`config.mk`:
```
export PLATFORM = sky130hd
export DESIGN_NAME = gf180mcu_fd_io__pwrseq_ctl
export DESIGN_NICKNAME = d
export VERILOG_FILES = /design/src/rtl/gf180mcu_fd_io__pwrseq_pkg.sv /design/src/rtl/gf180mcu_fd_io__sync2.sv /design/src/rtl/gf180mcu_fd_io__pwrseq_ctl.sv
export SDC_FILE = /design/constraint.sdc
export NUM_CORES = 1
export LEC_CHECK = 0
export ABC_AREA = 1
export ABC_CLOCK_PERIOD_IN_PS = 3300
export CAP_MARGIN = 25
export CORE_MARGIN = 2
export CORE_UTILIZATION = 59
export CTS_CLUSTER_DIAMETER = 80
export CTS_CLUSTER_SIZE = 25
export DETAILED_ROUTE_END_ITERATION = 10
export PLACE_DENSITY = 0.89
export SLEW_MARGIN = 20
export SYNTH_ARGS = -nofsm -noshare
export SYNTH_HDL_FRONTEND = slang
export SYNTH_HIERARCHICAL = 1
export SYNTH_SLANG_ARGS = --single-unit
```
`constraint.sdc`:
```
create_clock -name CLK -period 3.3 [get_ports CLK]
set_input_delay 0.825 -clock CLK [delete_from_list [all_inputs] [get_ports CLK]]
set_output_delay 0.825 -clock CLK [all_outputs]
set_load 0.01 [all_outputs]
```
`src/rtl/gf180mcu_fd_io__pwrseq_pkg.sv`:
```
// Shared types and helpers for the GF180MCU IO-ring supply sequencer.
// Holds the state encoding, counter sizing helpers and legal parameter ranges.
package gf180mcu_fd_io__pwrseq_pkg;

  typedef enum logic [2:0] {
    OFF      = 3'd0,
    DEBOUNCE = 3'd1,
    SEG_ON   = 3'd2,
    RELEASE  = 3'd3,
    RUN      = 3'd4
  } pwrseq_state_e;

  localparam int DEB_CYCLES_MIN  = 1;
  localparam int DEB_CYCLES_MAX  = 4095;
  localparam int STEP_CYCLES_MIN = 1;
  localparam int STEP_CYCLES_MAX = 4095;
  localparam int NSEG_MIN        = 1;
  localparam int NSEG_MAX        = 16;

  // Bits needed to hold values 0..max_count.
  function automatic int cnt_width(input int max_count);
    return (max_count < 1) ? 1 : $clog2(max_count + 1);
  endfunction

  function automatic int max2(input int a, input int b);
    return (a > b) ? a : b;
  endfunction

endpackage

```
`src/rtl/gf180mcu_fd_io__sync2.sv`:
```
// Two-flop synchronizer for an asynchronous supply-good flag.
// Both stages clear on synchronous reset so a fresh reset always reads "not good".
module gf180mcu_fd_io__sync2 (
  input  logic clk,
  input  logic srst,
  input  logic d,
  output logic q
);

  logic meta_reg;
  logic q_reg;

  always_ff @(posedge clk) begin
    if (srst) begin
      meta_reg <= 1'b0;
      q_reg    <= 1'b0;
    end else begin
      meta_reg <= d;
      q_reg    <= meta_reg;
    end
  end

  assign q = q_reg;

endmodule

```
`src/rtl/gf180mcu_fd_io__pwrseq_ctl.sv`:
```
// Supply-sequencing controller: debounce DVDD/VDD good, stage pad segments, release isolation, free PORB.
// Optional brownout tracking is enabled with `define GF180MCU_FD_IO__PWRSEQ_BROWNOUT_EN.
module gf180mcu_fd_io__pwrseq_ctl
  import gf180mcu_fd_io__pwrseq_pkg::*;
#(
  parameter int DEB_CYCLES  = 64,
  parameter int STEP_CYCLES = 16,
  parameter int NSEG        = 4
) (
  input  logic            CLK,
  input  logic            RST,
  input  logic            DVDD_OK,
  input  logic            VDD_OK,
  output logic [NSEG-1:0] SEG_EN,
  output logic            IO_REL,
  output logic            PORB,
  output logic            BUSY,
  output logic            FAULT
);

`ifdef GF180MCU_FD_IO__PWRSEQ_BROWNOUT_EN
  // After a brownout the debounce window doubles, so the counter must reach twice as far.
  localparam int DEB_SPAN = 2 * DEB_CYCLES;
`else
  localparam int DEB_SPAN = DEB_CYCLES;
`endif

  localparam int CW = cnt_width(max2(DEB_SPAN, STEP_CYCLES));
  localparam int IW = cnt_width(NSEG);

  localparam logic [CW-1:0] STEP_LAST  = CW'(STEP_CYCLES - 1);
  localparam logic [CW-1:0] DEB_LAST   = CW'((DEB_CYCLES >= 2) ? DEB_CYCLES - 2 : 0);
  localparam logic [IW-1:0] IDX_LAST   = IW'(NSEG - 1);
  localparam bit            DEB_IS_ONE = (DEB_CYCLES == 1);

  if (DEB_CYCLES < DEB_CYCLES_MIN || DEB_CYCLES > DEB_CYCLES_MAX) begin : g_bad_deb
    $error("DEB_CYCLES out of range");
  end
  if (STEP_CYCLES < STEP_CYCLES_MIN || STEP_CYCLES > STEP_CYCLES_MAX) begin : g_bad_step
    $error("STEP_CYCLES out of range");
  end
  if (NSEG < NSEG_MIN || NSEG > NSEG_MAX) begin : g_bad_nseg
    $error("NSEG out of range");
  end

  // Bit 0 is DVDD_OK, bit 1 is VDD_OK; each gets its own synchronizer.
  logic [1:0] ok_raw;
  logic [1:0] ok_sync;
  logic       good;

  assign ok_raw = {VDD_OK, DVDD_OK};

  for (genvar gi = 0; gi < 2; gi++) begin : g_sync
    gf180mcu_fd_io__sync2 u_sync (
      .clk  (CLK),
      .srst (RST),
      .d    (ok_raw[gi]),
      .q    (ok_sync[gi])
    );
  end

  assign good = &ok_sync;

  pwrseq_state_e   state_reg;
  logic [CW-1:0]   cnt_reg;
  logic [IW-1:0]   idx_reg;
  logic [NSEG-1:0] seg_en_reg;
  logic            io_rel_reg;
  logic            porb_reg;
  logic            busy_reg;
  logic            fault_reg;

  logic [CW-1:0]   deb_last;
  logic            deb_single;
  logic            fault_next;
  logic            step_done;

`ifdef GF180MCU_FD_IO__PWRSEQ_BROWNOUT_EN
  localparam logic [CW-1:0] DEB2_LAST = CW'(2 * DEB_CYCLES - 2);

  assign deb_last   = fault_reg ? DEB2_LAST : DEB_LAST;
  assign deb_single = DEB_IS_ONE && !fault_reg;
  assign fault_next = fault_reg | ((state_reg == RUN) & ~good);
`else
  assign deb_last   = DEB_LAST;
  assign deb_single = DEB_IS_ONE;
  assign fault_next = 1'b0;
`endif

  assign step_done = (cnt_reg == STEP_LAST);

  // Thermometer mask with the lowest n bits set.
  function automatic logic [NSEG-1:0] thermo(input int n);
    logic [NSEG-1:0] r;
    for (int i = 0; i < NSEG; i++) begin
      r[i] = (i < n);
    end
    return r;
  endfunction

  // The OFF->DEBOUNCE edge already counts as the first good cycle, which is why
  // DEBOUNCE exits at DEB_CYCLES-2 and a one-cycle debounce skips DEBOUNCE entirely.
  always_ff @(posedge CLK) begin
    if (RST) begin
      state_reg  <= OFF;
      cnt_reg    <= '0;
      idx_reg    <= '0;
      seg_en_reg <= '0;
      io_rel_reg <= 1'b0;
      porb_reg   <= 1'b0;
      busy_reg   <= 1'b0;
      fault_reg  <= 1'b0;
    end else begin
      fault_reg <= fault_next;
      if (!good) begin
        state_reg  <= OFF;
        cnt_reg    <= '0;
        idx_reg    <= '0;
        seg_en_reg <= '0;
        io_rel_reg <= 1'b0;
        porb_reg   <= 1'b0;
        busy_reg   <= 1'b0;
      end else begin
        case (state_reg)
          OFF: begin
            busy_reg <= 1'b1;
            cnt_reg  <= '0;
            idx_reg  <= '0;
            if (deb_single) begin
              state_reg  <= SEG_ON;
              seg_en_reg <= thermo(1);
            end else begin
              state_reg <= DEBOUNCE;
            end
          end
          DEBOUNCE: begin
            if (cnt_reg == deb_last) begin
              state_reg  <= SEG_ON;
              seg_en_reg <= thermo(1);
              cnt_reg    <= '0;
            end else begin
              cnt_reg <= cnt_reg + 1'b1;
            end
          end
          SEG_ON: begin
            if (step_done) begin
              cnt_reg <= '0;
              if (idx_reg == IDX_LAST) begin
                state_reg  <= RELEASE;
                io_rel_reg <= 1'b1;
              end else begin
                idx_reg    <= idx_reg + 1'b1;
                seg_en_reg <= thermo(int'(idx_reg) + 2);
              end
            end else begin
              cnt_reg <= cnt_reg + 1'b1;
            end
          end
          RELEASE: begin
            if (step_done) begin
              state_reg <= RUN;
              porb_reg  <= 1'b1;
              busy_reg  <= 1'b0;
              cnt_reg   <= '0;
            end else begin
              cnt_reg <= cnt_reg + 1'b1;
            end
          end
          RUN: begin
            state_reg <= RUN;
          end
          default: begin
            state_reg <= OFF;
          end
        endcase
      end
    end
  end

  assign SEG_EN = seg_en_reg;
  assign IO_REL = io_rel_reg;
  assign PORB   = porb_reg;
  assign BUSY   = busy_reg;
  assign FAULT  = fault_reg;

endmodule

```
=== Yosys cells after proc, flatten, opt, wreduce, memory -nomap -nowiden ===
Index checks and enable logic that the tools add are counted.

* Reductions and logical operators: 14
* Order comparisons: 4
* Muxes and demuxes: 17
* Add/sub/neg operators: 3
* Bitwise operators: 1
* Equality and inequality tests: 12

{| class="wikitable"
|+ Operators by type and width
! operator !! count
|-
| 7-bit case mux with 3 select lines || 1
|-
| 3-bit two-way mux || 6
|-
| 3-bit case mux with 5 select lines || 1
|-
| 7-bit two-way mux || 2
|-
| 4-bit two-way mux || 3
|-
| 2-bit inequality test, second input constant || 5
|-
| 3-bit by 2-bit == test with 1-bit output, second input constant || 3
|-
| 1-bit by 4-bit < comparator with 1-bit output, first input constant || 2
|-
| 2-bit by 4-bit < comparator with 1-bit output, first input constant || 2
|-
| 4-bit case mux with 2 select lines || 1
|-
| 4-bit AND reduction || 2
|-
| 7-bit by 1-bit adder with 7-bit output, second input constant || 1
|-
| 7-bit by 4-bit == test with 1-bit output, second input constant || 1
|-
| 7-bit by 6-bit == test with 1-bit output, second input constant || 1
|-
| 3-bit case mux with 2 select lines || 1
|-
| 2-bit AND reduction || 3
|-
| 3-bit AND reduction || 2
|-
| 2-bit nonzero test || 3
|-
| 3-bit by 2-bit adder with 4-bit output, second input constant || 1
|-
| 2-bit OR reduction || 2
|-
| 3-bit by 1-bit adder with 3-bit output, second input constant || 1
|-
| 3-bit by 1-bit == test with 1-bit output, second input constant || 1
|-
| 3-bit == test, second input constant || 1
|-
| 3-bit zero test || 1
|-
| 4 further kinds || 4
|}

* Bits of input ports: 4
* Flip-flop bits (word level): 24
* Output and inout port bits: 8

=== Logic depth before layout (Yosys ltp) ===
* Depth in word-level cells: 5
* Mapped depth: 11

=== By module ===
The synthesis kept the hierarchy.

{| class="wikitable"
|+ By module, submodules not included
! module !! cells each !! instances !! seq. area each (um^2) !! area an instance (um^2)
|-
| gf180mcu_fd_io__pwrseq_ctl || 160 || 1 || 400.4 || 1097.3
|-
| gf180mcu_fd_io__sync2 || 6 || 2 || 40.0 || 55.1
|}

=== Least setup slack after synthesis ===
No wires, ideal clock.

* Kind: in2reg
* Start: input port RST
* End: register busy_reg (netlist: BUSY)
* Required time: 3.230 ns
* Setup time: 0.070 ns
* Buffers on the path: 1
* Data arrival time: 1.518 ns
* Stages on the path: 4
* Slack: 1.712 ns
* Path through: nor2_1 > inv_1 > clkbuf_1 > a21oi_1

* Longest elaborated chain between the ends: 1

{| class="wikitable"
|+ Ends and longest elaborated chain
! item !! line !! text
|-
| from (decl) || gf180mcu_fd_io__pwrseq_ctl.sv:11 || <nowiki>input logic RST,</nowiki>
|-
| 2-bit OR reduction (no line) || - ||
|-
| to (signal assigned) || gf180mcu_fd_io__pwrseq_ctl.sv:111 || <nowiki>busy_reg <= 1'b0;</nowiki>
|-
| to (signal assigned) || gf180mcu_fd_io__pwrseq_ctl.sv:122 || <nowiki>busy_reg <= 1'b0;</nowiki>
|-
| to (signal assigned) || gf180mcu_fd_io__pwrseq_ctl.sv:126 || <nowiki>busy_reg <= 1'b1;</nowiki>
|-
| to (decl) || gf180mcu_fd_io__pwrseq_ctl.sv:70 || <nowiki>logic busy_reg;</nowiki>
|}

Every way passes these cells.
A chain may end at the register's enable or synchronous reset.

=== Worst setup path in the final report ===
* Start: input port RST
* End: register cnt_reg[6]

* Longest elaborated chain between the ends: 1

{| class="wikitable"
|+ Ends and longest elaborated chain
! item !! line !! text
|-
| 2-bit OR reduction (no line) || - ||
|-
| to (signal assigned) || gf180mcu_fd_io__pwrseq_ctl.sv:142 || <nowiki>cnt_reg <= cnt_reg + 1'b1;</nowiki>
|-
| to (signal assigned) || gf180mcu_fd_io__pwrseq_ctl.sv:156 || <nowiki>cnt_reg <= cnt_reg + 1'b1;</nowiki>
|-
| to (signal assigned) || gf180mcu_fd_io__pwrseq_ctl.sv:166 || <nowiki>cnt_reg <= cnt_reg + 1'b1;</nowiki>
|-
| to (decl) || gf180mcu_fd_io__pwrseq_ctl.sv:65 || <nowiki>logic [CW-1:0] cnt_reg;</nowiki>
|}

Every way passes these cells.

==> impl_results.md <==
* RSZ-0062 raised after global routing: false
* Share of cells above drive strength 1 at 0.1093
* Net Count, Synth at 182
* Yosys warns at 6
* Multi-input gate area at 603.1 um2
* Worst vdd ir at 271.9 uV
* First-pass GRT wire length at 4.146 mm
* CP Data Required Time at 3.56 ns
* Final min period at 2.064 ns
* Filler instances at 160
* R2R depth at 9
* Ratio of final minimum period to clock period at 0.6256
* Final setup vio count at 0
* Pre-CTS setup slack at 0.9200 ns
* Run status: complete, no violations
* CTS tree: yes
* # clock sinks at 24
* Cell count after synthesis at 172
* Max incr delay on CP at 0.48 ns
* Via/cell ratio at 5.119
* Area growth from synthesis to final layout at 13.58%
* Fin. max-slew vios at 0
* Die area at 2424 um2
* WL per Instance at 11.30 um
* Residual DRC count at 0
* H-tree depth at 1
* Most common cell on crit path: nor2_1
* Slowest cell on the critical path: clkdlybuf4s50_1
* Fmax at 484.4 MHz
* Gpl congestion at 0.9767
* Setup crit end kind: flop
* Initial DRC Count at 25
* Worst min-delay path category: reg -> reg
* WP buf/inv at 2
* Grt ovf at 0
* Clock slew at reported path FFs at 0.12 ns
* Largest net degree at the start of global routing at 15
* Drt first pass iters at 4
* TNS Setup at 0 ns
* Vias at 1075
* Crit-path max FO at 13
* Maximum clock insertion buffer count at 2
* Worst skew pair latency at 0.31 ns
* Setup bufs post-CTS at 0
* Leakage Power at 0.6114 nW
* Detail Placement HPWL at 1.776 mm
* Register area at 480.5 um2
* Final Hold Fails at 0
* Distinct cell type count after synthesis at 23
* Starting Density at 0.6218
* Clk_skew at 0.004736 ns
* Synthesized area at 1207 um2
* Element type at the critical path start: primary input
* Die Ht at 49.24 um
* Worst Setup Slack, final at 1.236 ns
* Hold path cells at 2
* Critical path type: in -> reg
* Cell Chain, Critical Path: clkdlybuf4s50_1, nor2_1, inv_1, nor2_1, nand2_1, nor2_1
* Cell type with the largest total area after synthesis: dfxtp_1
* # hold bufs at CTS at 0
* Post-cts gate resize count at 0
* P per Cell Area at 372.5 nW/um2
* Max reg flops at 7
* Placeable Area at 1942 um2
* Crit path DAT at 2.32 ns
* Routed Antenna Nets at 0
* Post-synth top area share at 0.3979
* Yosys reg bits at 24
* Initial antenna violation count at 0
* # nets final at 194
* CP delay by family, top: buffers and inverters
* Synth area leaders: dfxtp_1 (40%), nor2_1 (11%), nand2_1 (9.6%)
* Port Buffers at 10
* Antenna diodes at 0
* GRT Total Usage at 0.2185
* CTS buffer count at 3
* CP Depth at 6
* # IOs at 12
* Routed wire length at 2.372 mm
* Root Driver: clkbuf_4
* Post-Syn Area per Cell at 7.020 um2
* Row Count at 16
* Number of global-route vias before repair at 1046
* Die X-Extent at 49.24 um
* Max Cap Viol at 0
* Seq/Total Area, Yosys at 0.3979
## metal layers
| metal | global-route usage | up-vias | share of wire |
|---|---|---|---|
| met5 | 0 | - | 0 |
| met3 | 0.04294 | 4 | 0.039 |
| met4 | 0.1048 | 0 | 0.013 |
| li1 | - | 561 | - |
| met1 | 0.2712 | 486 | 0.45 |
| met2 | 0.3604 | 24 | 0.50 |
## worst register-to-register path, delay by kind of cell, from the launching register on
| kind | cells | cell delay, ns |
|---|---|---|
| simple gates | 6 | 0.66 |
| buf+inv | 1 | 0.07 |
| flops | 1 | 0.38 |
| fa+ha+maj | 2 | 0.42 |
## final timing paths
path	end	slack, ns	start
max reg2reg	SEG_EN[0]	1.72	idx_reg[0]
min	g_sync[1].u_sync/q	0.41	g_sync[1].u_sync/meta_reg
min reg2reg	g_sync[1].u_sync/q	0.41	g_sync[1].u_sync/meta_reg
max	cnt_reg[6]	1.24	RST
## cells in the mapped netlist (all sizes together)
library cell / n
a21oi: 11
a31oi: 2
buf: 2
clkbuf: 1
conb: 1
dfxtp: 24
ha: 6
inv: 27
nand2: 35
nand3: 11
nand4: 6
nor2: 37
nor3: 1
o21ai: 7
or2: 1
## metrics by stage
stage	std cells	cell area, um2	total power [mW]	util	hold WS, ns
global placement	206	1319	0.3080	0.6791	0.3952
detailed placement	206	1319	0.3084	0.6791	0.3975
finish	210	1371	0.5108	0.7062	0.4143
global route	210	1371	0.5294	0.7062	0.4340
CTS	210	1371	0.5179	0.7062	0.4182
floorplan	172	1207	0.3042	-	0.3883
## final cells by class
cell class | count | share of cell area
flip-flops and latches | 24 | 0.3504
well taps | 27 | 0.02463
clock inverters | 1 | 0.02190
clock buffers | 3 | 0.01642
inverters | 27 | 0.07390
repair buffers | 10 | 0.07299
multi-input cells | 118 | 0.4398
## cell usage in the layout, fill, tap and decap left out, drive strengths merged
master         instances
nand4                  6
nor3                   1
inv                   27
conb                   1
nand3                 11
bufinv                 1
a31oi                  2
clkbuf                 3
o21ai                  7
ha                     6
or2                    1
nand2                 35
dfxtp                 24
clkdlybuf4s50         10
nor2                  37
a21oi                 11
## where the power goes
group | switching [mW] | internal, mW
Combinational | 0.00427 | 0.00473
Sequential | 0.000724 | 0.292
Clock | 0.0861 | 0.123
## cells by family (layout without fill, tap and decap cells)
| group | Yosys count | count (layout) | synth area share |
|---|---|---|---|
| compound gates | 20 | 20 | 0.09119 |
| buf+inv | 30 | 41 | 0.1026 |
| flops | 24 | 24 | 0.3979 |
| fa+ha+maj | 6 | 6 | 0.06217 |
| other cells | 1 | 1 | 0.003106 |
| simple gates | 91 | 91 | 0.3430 |
Note: power is estimated with default switching activity, not from simulation.
